`config.mk`:
```
export PLATFORM = sky130hd
export DESIGN_NAME = cle_probe_initiator_flat
export DESIGN_NICKNAME = d
export VERILOG_FILES = /design/src/rtl/cle_probe_initiator_if.sv /design/src/rtl/cle_probe_initiator.sv /design/src/flat_wrapper.sv
export SDC_FILE = /design/constraint.sdc
export NUM_CORES = 1
export LEC_CHECK = 0
export ABC_AREA = 1
export CORE_MARGIN = 5
export CORE_UTILIZATION = 25
export CTS_CLUSTER_SIZE = 30
export DETAILED_ROUTE_END_ITERATION = 7
export PLACE_DENSITY = 0.44
export SYNTH_ARGS = -nofsm -noshare
export SYNTH_HDL_FRONTEND = slang
export SYNTH_SLANG_ARGS = --single-unit
```
`constraint.sdc`:
```
create_clock -name clk -period 2.7 [get_ports clk]
set_input_delay 0.27 -clock clk [delete_from_list [all_inputs] [get_ports clk]]
set_output_delay 0.27 -clock clk [all_outputs]
set_load 0.02 [all_outputs]
```
`src/rtl/cle_probe_initiator_if.sv`:
```
// rtl/cle_probe_initiator_if.sv - CLE16 key-window bus pins between initiator and key PAL
interface cle_probe_initiator_if;
  logic       sser;
  logic       ba13;
  logic       ba12;
  logic [3:0] ba_nib;
  logic       br_w;
  logic       sdrd;
  logic       sdrd_alt;

  modport master (
    output sser, ba13, ba12, ba_nib, br_w,
    input  sdrd, sdrd_alt
  );

  modport slave (
    input  sser, ba13, ba12, ba_nib, br_w,
    output sdrd, sdrd_alt
  );
endinterface

```
`src/rtl/cle_probe_initiator.sv`:
```
// rtl/cle_probe_initiator.sv - replays nibble read strobes into the CLE16 key window and checks the response word
module cle_probe_initiator #(
  parameter int NSTEP     = 16,
  parameter int SETUP_CYC = 2,
  parameter int RECOV_CYC = 1
) (
  input  logic                 clk,
  input  logic                 rst_n,
  input  logic                 start,
  input  logic                 abort,
  input  logic [4*NSTEP-1:0]   seq,
  input  logic [NSTEP-1:0]     expect_word,
  cle_probe_initiator_if.master bus,
  output logic                 busy,
  output logic                 done,
  output logic                 pass,
  output logic [NSTEP-1:0]     rsp
);

  localparam int SW = (NSTEP > 1) ? $clog2(NSTEP) : 1;

  typedef enum logic [2:0] {
    S_IDLE,
    S_SETUP,
    S_STROBE,
    S_RECOV,
    S_DONE
  } state_t;

  state_t           state;
  state_t           state_nxt;
  logic [SW-1:0]    step;
  logic [SW-1:0]    step_nxt;
  logic [3:0]       cyc;
  logic [4*NSTEP-1:0] seq_q;
  logic [NSTEP-1:0] exp_q;
  logic             phase_end;
  logic             last_step;
  logic [3:0]       nib_src;

  logic             sser_d;
  logic             ba13_d;
  logic             ba12_d;
  logic [3:0]       nib_d;
  logic             busy_d;
  logic             done_d;

  // Phase timer end: SETUP and RECOV each last a programmed number of cycles
  always_comb begin
    phase_end = 1'b0;
    last_step = (step == SW'(NSTEP - 1));
    case (state)
      S_SETUP: phase_end = (cyc == 4'(SETUP_CYC - 1));
      S_RECOV: phase_end = (cyc == 4'(RECOV_CYC - 1));
      default: phase_end = 1'b0;
    endcase
  end

  // State register
  always_ff @(posedge clk or negedge rst_n) begin
    if (!rst_n) begin
      state <= S_IDLE;
    end else begin
      state <= state_nxt;
    end
  end

  // Next-state logic; abort beats everything, including a same-cycle start
  always_comb begin
    state_nxt = state;
    case (state)
      S_IDLE: begin
        if (start && !abort) state_nxt = S_SETUP;
      end
      S_SETUP: begin
        if (abort)          state_nxt = S_IDLE;
        else if (phase_end) state_nxt = S_STROBE;
      end
      S_STROBE: begin
        state_nxt = abort ? S_IDLE : S_RECOV;
      end
      S_RECOV: begin
        if (abort)          state_nxt = S_IDLE;
        else if (phase_end) state_nxt = last_step ? S_DONE : S_SETUP;
      end
      S_DONE: begin
        state_nxt = S_IDLE;
      end
      default: state_nxt = S_IDLE;
    endcase
  end

  // Step index for the coming cycle, so the nibble can be registered together with the state
  always_comb begin
    step_nxt = step;
    if (state == S_IDLE && state_nxt == S_SETUP) begin
      step_nxt = '0;
    end else if (state == S_RECOV && state_nxt == S_SETUP) begin
      step_nxt = step + SW'(1);
    end
  end

  // Output decode from the next state; the flops below make every pin registered
  always_comb begin
    sser_d  = 1'b1;
    ba13_d  = 1'b1;
    ba12_d  = 1'b0;
    nib_d   = 4'h0;
    busy_d  = 1'b0;
    done_d  = 1'b0;
    // seq_q is not loaded yet on the start edge, so step 0 comes straight from the input
    nib_src = (state == S_IDLE) ? seq[3:0] : seq_q[{step_nxt, 2'b00} +: 4];
    case (state_nxt)
      S_SETUP, S_STROBE, S_RECOV: begin
        ba13_d = 1'b0;
        ba12_d = 1'b1;
        nib_d  = nib_src;
        busy_d = 1'b1;
        sser_d = (state_nxt != S_STROBE);
      end
      S_DONE: begin
        done_d = 1'b1;
      end
      default: begin
        sser_d = 1'b1;
      end
    endcase
  end

  // Registered bus pins and status; reset parks the bus immediately
  always_ff @(posedge clk or negedge rst_n) begin
    if (!rst_n) begin
      bus.sser   <= 1'b1;
      bus.ba13   <= 1'b1;
      bus.ba12   <= 1'b0;
      bus.ba_nib <= 4'h0;
      bus.br_w   <= 1'b1;
      busy       <= 1'b0;
      done       <= 1'b0;
    end else begin
      bus.sser   <= sser_d;
      bus.ba13   <= ba13_d;
      bus.ba12   <= ba12_d;
      bus.ba_nib <= nib_d;
      bus.br_w   <= 1'b1;
      busy       <= busy_d;
      done       <= done_d;
    end
  end

  // Run datapath: latch the program, time phases, capture the key bit at the end of STROBE
  always_ff @(posedge clk or negedge rst_n) begin
    if (!rst_n) begin
      step  <= '0;
      cyc   <= 4'h0;
      seq_q <= '0;
      exp_q <= '0;
      rsp   <= '0;
      pass  <= 1'b0;
    end else begin
      step <= step_nxt;
      cyc  <= (state_nxt != state) ? 4'h0 : cyc + 4'h1;
      if (state == S_IDLE && state_nxt == S_SETUP) begin
        seq_q <= seq;
        exp_q <= expect_word;
        rsp   <= '0;
        pass  <= 1'b0;
      end
      if (state == S_STROBE && state_nxt == S_RECOV) begin
        rsp[step] <= bus.sdrd | bus.sdrd_alt;
      end
      if (state_nxt == S_DONE) begin
        pass <= (rsp == exp_q);
      end
      if (abort && state != S_IDLE) begin
        pass <= 1'b0;
      end
    end
  end

endmodule

```
`src/flat_wrapper.sv`:
```
// flat-port wrapper written by rule: the top's interface ports become plain ports
module cle_probe_initiator_flat 
#(
  parameter int NSTEP     = 16,
  parameter int SETUP_CYC = 2,
  parameter int RECOV_CYC = 1
)
  (clk, rst_n, start, abort, seq, expect_word, busy, done, pass, rsp, bus_sser, bus_ba13, bus_ba12, bus_ba_nib, bus_br_w, bus_sdrd, bus_sdrd_alt);
  cle_probe_initiator_if bus_i ();
  input  logic clk;
  input  logic rst_n;
  input  logic start;
  input  logic abort;
  input  logic [4*NSTEP-1:0] seq;
  input  logic [NSTEP-1:0] expect_word;
  output logic busy;
  output logic done;
  output logic pass;
  output logic [NSTEP-1:0] rsp;
  output wire logic [$bits(bus_i.sser)-1:0] bus_sser;
  output wire logic [$bits(bus_i.ba13)-1:0] bus_ba13;
  output wire logic [$bits(bus_i.ba12)-1:0] bus_ba12;
  output wire logic [$bits(bus_i.ba_nib)-1:0] bus_ba_nib;
  output wire logic [$bits(bus_i.br_w)-1:0] bus_br_w;
  input wire logic [$bits(bus_i.sdrd)-1:0] bus_sdrd;
  input wire logic [$bits(bus_i.sdrd_alt)-1:0] bus_sdrd_alt;
  assign bus_sser = bus_i.sser;
  assign bus_ba13 = bus_i.ba13;
  assign bus_ba12 = bus_i.ba12;
  assign bus_ba_nib = bus_i.ba_nib;
  assign bus_br_w = bus_i.br_w;
  assign bus_i.sdrd = bus_sdrd;
  assign bus_i.sdrd_alt = bus_sdrd_alt;
  cle_probe_initiator #(.NSTEP(NSTEP), .SETUP_CYC(SETUP_CYC), .RECOV_CYC(RECOV_CYC)) u_core (.clk(clk), .rst_n(rst_n), .start(start), .abort(abort), .seq(seq), .expect_word(expect_word), .bus(bus_i), .busy(busy), .done(done), .pass(pass), .rsp(rsp));
endmodule
```
==> impl_metrics.ini, run 1 <==
[clock_network]
cts_tree = built
clock_slew_at_reported_path_ffs_ps = 60
num_cts_buffers = 17
htreeDepth = 4
clk_latency_ps = 410
clock_tree_buffer_depth = 2
clock-root-buffer = sky130_fd_sc_hd__clkbuf_16
sink_count = 116

[pwr]
peak_ir_drop_on_the_vdd_network_mv = 0.334
power.density_cell_area_nw_per_um2 = 931
p_leak_nw = 3.74
design_power_total_mw = 7.32

[synthesis]
ys_seq_elements = 116
post_synth_instance_area_um2 = 5720
yosys.area.top_type_share_pct = 49.9
syn_nets = 802
synth.lib_cells_used.distinct = 38
synthesis.area_per_instance_um2 = 8.07
synth_cells = 709
synth.yosys.warnings = 0
synth_area_leaders = sky130_fd_sc_hd__dfrtp_1, sky130_fd_sc_hd__nand2_1, sky130_fd_sc_hd__nand3_1, sky130_fd_sc_hd__nand4_1, sky130_fd_sc_hd__o21ai_0
synth_sequential_area_ratio_pct = 50.8
post-synth-top-area-cell = sky130_fd_sc_hd__dfrtp_1

[timing]
min_period_ps = 2490
fmax_ghz = 0.402
whs_ps = 342
setup-tns-final_ps = 0
timing.final.max_slew_violations = 0
least_setup_slack_across_all_paths_after_layout_ps = 212
worstMarginPinSlew_ps = 865
relSlewSlack_pct = 42.3
finalClockSkew_ps = 8.92
setup_violations = 0
min_period_over_period_pct = 92.2
final_hold_viol_count = 0

[critical_path]
timing.reg2reg.worst_path_depth = 13
r2r-start = u_core.state[1]$_DFF_PN0_
timing.critical_path.required_ps = 2980
cp_max_fo = 10
critical_setup_path_class = flop to flop
critical_path_most_common_cell = sky130_fd_sc_hd__nand2_1
worstReg2RegEnd = u_core.bus.ba_nib[0]$_DFF_PN0_
end_kind = flop
start_kind = flop
critical_path.cell_chain = nor2_2 -> nand2_2 -> nor2_4 -> nor2_1 -> nand2_1 -> inv_2 -> nand2_4 -> nand4_4 -> nor4_4 -> nand3b_1 -> nand3_1 -> nand2_1 -> a21oi_1
timing.critical_path.slowest_cell_delay_ps = 440
crit_arrival_ps = 2770
reg2reg_setup_slack_ps = 210
worst_path_max_delay_cell = sky130_fd_sc_hd__dfrtp_1

[global_routing]
first_global_vias = 5143
wire_length_of_the_first_global_routing_pass_um = 27300
antenna_violations_before_repair = 0
groute.usage.overall_pct = 13.0
largest_net_degree_at_the_start_of_global_routing = 83
globalRoute.totalOverflow = 0

[detailed_routing]
dr_total_vias = 4929
route.final.wire_length_um = 16600
drc = 0
vias_per_cell = 4.42
drt_first_pass_iters = 4
first_iter_violations = 297
post_detailed_route_count_of_antenna_violating_nets = 0
avgRoutedWirePerCell_um = 14.9

[floorplan]
die_h_um = 161
effective_utilization_at_floorplan_pct = 25.3
fp.dieArea_um2 = 26000
floorplan.rows = 55
floorplan.io_pins = 113
coreArea_um2 = 22600
chipWidth_um = 161

[worst_hold_path]
hold_path.class = input port to async pin

[place]
post-place-ws_ps = 5.17
detailed_place_hpwl_um = 11600
routability_congestion_estimate = 0.788
place.port_buffers = 111

[cells_and_area]
num_antenna_cells = 0
num-nets-final = 912
syn_to_final_growth_pct = 37.5
fill_cell_count = 2412
drive_above_1_share_pct = 9.39

[status]
outcome = completed

[run]
drv.max_cap_violation_count = 0
==> area by class of cell <==
class | count | area, um2 | area share [%]
clock buffer | 22 | 454 | 5.77
clock inverter | 9 | 178 | 2.26
inverter | 35 | 139 | 1.77
multi-input combinational | 522 | 2540 | 32.4
sequential | 116 | 2910 | 36.9
tap | 285 | 357 | 4.53
timing repair buffer | 127 | 1290 | 16.4
==> synthesized netlist by cell type, drive strengths merged <==
library cell  number
nor3               1
nor4               3
inv               34
conb               1
buf               19
nor2              26
a2111oi            1
nand2            313
ha                 7
o31ai              1
nand3             83
nand3b             2
xnor2              5
clkinv             1
dfstp              2
xor2              12
dfrtp            114
or2                1
nand4             37
clkbuf            18
a21oi              4
o21ai             23
o32ai              1
==> where the power goes <==
part / total, mW / switching, mW / leakage [nW] / internal [mW]
clock network: 2.44 / 0.781 / 0.296 / 1.66
registers: 2.84 / 0.452 / 1.48 / 2.39
logic: 2.05 / 1.21 / 1.96 / 0.836
total: 7.32 / 2.44 / 3.74 / 4.88
==> worst max-delay path: cells and delay by family (launching register included) <==
family | cells | cell delay [ps]
buffers and inverters | 1 | 40
flip-flops | 1 | 440
AO/OA/AOI/OAI | 1 | 60
AND/OR/NAND/NOR | 11 | 1800
==> state kept, by name, indices dropped and copies added, names as in the netlist <==
name	flops
u_core.seq_q	64
u_core.exp_q	16
u_core.rsp	16
u_core.bus.ba_nib	4
u_core.cyc	4
u_core.step	4
u_core.state	3
u_core.bus.ba12	1
u_core.bus.ba13	1
u_core.bus.sser	1
u_core.done	1
u_core.pass	1
==> through the flow <==
stage / instances / util [%] / cell area [um2]
after floorplan: 709 / - / 5720
after global placement: 1080 / 31.7 / 7150
after detailed placement: 1080 / 31.7 / 7150
after CTS: 1112 / 34.5 / 7790
after global routing: 1116 / 34.9 / 7870
final: 1116 / 34.9 / 7870
==> worst max-delay path by stage <==
stage	from	to	slack, ps	cells after the start
6_report	u_core.state[1]$_DFF_PN0_	u_core.bus.ba_nib[0]$_DFF_PN0_	210	13
5_1_grt	u_core.cyc[1]$_DFF_PN0_	u_core.bus.ba_nib[0]$_DFF_PN0_	-3	16
4_1_cts	u_core.cyc[0]$_DFF_PN0_	u_core.bus.ba_nib[0]$_DFF_PN0_	170	19
3_5_place_dp	abort	u_core.bus.ba_nib[0]$_DFF_PN0_	5	17
3_3_place_gp	abort	u_core.bus.ba_nib[0]$_DFF_PN0_	-10	17
2_1_floorplan	u_core.cyc[0]$_DFF_PN0_	u_core.bus.ba_nib[2]$_DFF_PN0_	640	20
==> cell families (layout without fill, tap and decap cells) <==
group           after synthesis  in the layout  share of synthesized area (%)
simple gates                466            467                           36.4
xor+xnor                     17             17                           2.60
other cells                   1              1                         0.0656
fa+ha+maj                     7              7                           1.53
flops                       116            116                           50.8
compound gates               30             30                           2.95
buf+inv                      72            193                           5.62
==> routing by layer <==
layer	part of all wire, %	wire, um	GRT usage, %	vias to the layer above
met5	0	0	0	-
met4	1.2	192	4.19	0
met3	4.1	685	3.50	10
met2	47	7820	20.5	101
met1	48	7900	17.5	2307
li1	-	-	-	2511
==> cell usage in the layout, fill, tap and decap left out, types with 2 or more instances in the layout <==
master                            synthesis  layout
sky130_fd_sc_hd__nor2_2                   3       3
sky130_fd_sc_hd__clkbuf_16                0      17
sky130_fd_sc_hd__xnor2_1                  5       5
sky130_fd_sc_hd__nand2_1                307     306
sky130_fd_sc_hd__bufinv_16                0       5
sky130_fd_sc_hd__nor2_1                  23      21
sky130_fd_sc_hd__inv_1                   26      26
sky130_fd_sc_hd__nand3_2                  2       2
sky130_fd_sc_hd__nand4_1                 36      36
sky130_fd_sc_hd__dfrtp_1                114     114
sky130_fd_sc_hd__nor2_4                   0       2
sky130_fd_sc_hd__a21oi_1                  4       4
sky130_fd_sc_hd__nand3_1                 78      78
sky130_fd_sc_hd__inv_2                    6       6
sky130_fd_sc_hd__buf_4                    6      11
sky130_fd_sc_hd__nand2_4                  3       3
sky130_fd_sc_hd__xor2_1                  12      12
sky130_fd_sc_hd__nand3_4                  3       4
sky130_fd_sc_hd__buf_12                   0       4
sky130_fd_sc_hd__nor4_1                   2       2
sky130_fd_sc_hd__inv_4                    2       3
sky130_fd_sc_hd__dfstp_2                  2       2
sky130_fd_sc_hd__clkinvlp_4               0       3
sky130_fd_sc_hd__nand2_2                  3       4
sky130_fd_sc_hd__o21ai_0                 22      22
sky130_fd_sc_hd__clkbuf_1                17       4
sky130_fd_sc_hd__clkdlybuf4s50_1          0     110
sky130_fd_sc_hd__ha_1                     7       7
==> timing repair <==
item,CTS,global route
hold buffers,1,0
gates resized for setup,0,9
endpoints found under the setup margin,0,4
setup buffers,0,3
hold endpoints to repair,27,0
(Power assumes the default switching activity.)
==> run 2: changes to the inputs <==
Settings changed: GPL_ROUTABILITY_DRIVEN set to 0.
==> results of run 2 <==
Final layout, timing and power as in run 1 (identical DEF).
==> variant: new RTL, flow settings as in run 2 <==
Remove the register `done`: a continuous assignment takes its place, so the output `done` follows one clock earlier.
--- a/src/rtl/cle_probe_initiator.sv
+++ b/src/rtl/cle_probe_initiator.sv
@@ -136,7 +136,6 @@
       bus.ba_nib <= 4'h0;
       bus.br_w   <= 1'b1;
       busy       <= 1'b0;
-      done       <= 1'b0;
     end else begin
       bus.sser   <= sser_d;
       bus.ba13   <= ba13_d;
@@ -144,9 +143,10 @@
       bus.ba_nib <= nib_d;
       bus.br_w   <= 1'b1;
       busy       <= busy_d;
-      done       <= done_d;
     end
   end
+
+  assign done = done_d;
 
   // Run datapath: latch the program, time phases, capture the key bit at the end of STROBE
   always_ff @(posedge clk or negedge rst_n) begin
Behaviour: no difference found for any inputs over 10 cycles, from zero or initial values and one cycle with rst_n low; that may be too few to reach the edited logic, so the function may still have changed.
==> variant against run 2 <==
Power down 3.0%. Sequential cell count down 1. Design area shrank 1.2%. Final cell count is 0.27% lower. Setup slack got worse by 6.2 ps. Hold slack improved by 44 ps. Area after synthesis shrank 0.44%. Wire length is 0.21% higher. Fmax fell by 0.25%.
==> variant: results (changes against run 2) <==
clock root buffer clkbuf_16; vias in the first global route 5029 (-2.2%); Least-Margin Pin Slew 852 ps (-13.7 ps); Static Leak 3.71 nW (-0.67%); setup bufs post-CTS 0 (unchanged); HPWL Detailed 11500 µm (-0.71%); largest cells by area after synthesis dfrtp_1, nand2_1, nand3_1; clock buffer depth 2 (unchanged); worst-skew pair later-pin latency 420 ps; placed instance area 0.00712 mm² (-0.35%); n_diodes 0 (unchanged); syn_nets 801 (-0.12%); Multi-input gate area 0.00254 mm² (-0.30%); Setup Skew 8.97 ps (+0.0412 ps); delay-heaviest family, CP simple AND/OR/NAND/NOR gates; CTS H-Tree Depth 4 (unchanged); clk slew on worst S/H paths 60 ps (about the same); drt via density 4.41 (about the same); share of layout cells above drive strength 1 0.0930 (-0.000868); synth warn 0 (unchanged); GRT Resource Usage Total 0.131 (+0.000940); CP max-delay cell dfrtp_1; worst hold path type input port to register; first-pass GRT wire length 27300 µm (about the same); crit-path max cell delay 440 ps (about the same); Crit Path Max Fanout 6 (-4); DRT Pass-1 Iters 4 (unchanged); Seq/Total Area, Yosys 0.506 (-0.00216); Nets 908 (-0.44%); largest registers u_core.seq_q x64, u_core.exp_q x16, u_core.rsp x16; asr flop ratio synth 1.00 (unchanged); initial antenna violation count 0 (unchanged); Detailed Route Iter0 Violations 388 (+31%); outcome completed; Netlist cell types 38 (unchanged); largest net degree at the start of global routing 83 (unchanged); top cells by count, synth nand2_1, dfrtp_1, nand3_1, nand4_1, inv_1; CTS buffer count 17 (unchanged); final WL 16600 µm (+0.21%); VDD IR-drop max 0.370 mV (+11%); CP arrival 2790 ps (+20 ps); IO buf count 111 (unchanged); CP Capture Type register; fill cell count 2401 (-0.46%)
## variant: cell count changes after synthesis, sizes merged
cell,run 2,this run
dfrtp,114,113
## variant: cell families (layout without fill, tap and decap cells)
kind of cell	Yosys count	count (layout)	share of synthesized area
AO/OA/AOI/OAI	30	30	0.0297
XOR/XNOR	17	17	0.0261
adder cells (fa/ha/maj)	7	7	0.0154
buffers and inverters	72	191	0.0565
flip-flops	115	115	0.506
other	1	1	0.000659
AND/OR/NAND/NOR	466	467	0.366
## variant: area by class of cell
| cell class | instances | area share |
|---|---|---|
| well taps | 285 | 0.0459 |
| repair buffers | 124 | 0.162 |
| clock inverters | 14 | 0.0200 |
| inverters | 35 | 0.0179 |
| flip-flops and latches | 115 | 0.371 |
| multi-input cells | 522 | 0.327 |
| clock buffers | 18 | 0.0565 |
## variant: where the power goes
part           total [mW]  internal [mW]  switching (mW)
Sequential           2.82           2.37           0.448
Combinational        2.03          0.822            1.21
Clock                2.25           1.39           0.863
## variant: routing by layer
metal | share of wire | vias up | GRT usage | routed length (µm)
met5 | 0 | - | 0 | 0
met4 | 0.0061 | 0 | 0.0295 | 102
met3 | 0.037 | 9 | 0.0339 | 618
met2 | 0.48 | 95 | 0.213 | 7940
met1 | 0.48 | 2298 | 0.177 | 7970
li1 | - | 2510 | - | -
## variant: path summary, 6_finish.rpt
| path | from | cells past startpoint | slack, ps | endpoint |
|---|---|---|---|---|
| worst max-delay path | u_core.state[1] | 16 | 210 | u_core.bus.ba_nib[2] |
| worst min-delay path | expect_word[6] | 3 | 390 | u_core.exp_q[6] |
| worst max register to register | u_core.state[1] | 16 | 210 | u_core.bus.ba_nib[2] |
| worst min register to register | u_core.seq_q[29] | 2 | 470 | u_core.seq_q[29] |
| max in group asynchronous | rst_n | 3 | 1530 | u_core.bus.sser |
| min in group asynchronous | rst_n | 2 | 430 | u_core.seq_q[24] |
## variant: through the flow
stage | cells | power (mW) | setup WS, ps
after floorplan | 708 | 4.13 | 642
after global placement | 1079 | 4.89 | 28.7
after detailed placement | 1079 | 4.90 | 7.14
after CTS | 1112 | 7.20 | 95.8
after global routing | 1113 | 7.66 | 13.9
final | 1113 | 7.10 | 205
## variant: what timing repair did
action,4_1_cts,5_1_grt
hold buffers,1,0
resized for setup,0,5
setup endpoints to repair,0,5
hold endpoints to repair,45,0
## variant: worst reg2reg max path, stage by stage, from the launching register on
cell	delay, ps
dfrtp_1	440
inv_2	90
nand2_1	50
nor2_1	170
nand2_1	140
nand3_1	100
nand2_1	60
inv_2	70
nand2_4	70
inv_4	90
nand4_4	240
o31ai_4	270
nand2_1	140
nor2_4	190
nand3_1	130
nand2_1	70
a21oi_1	60
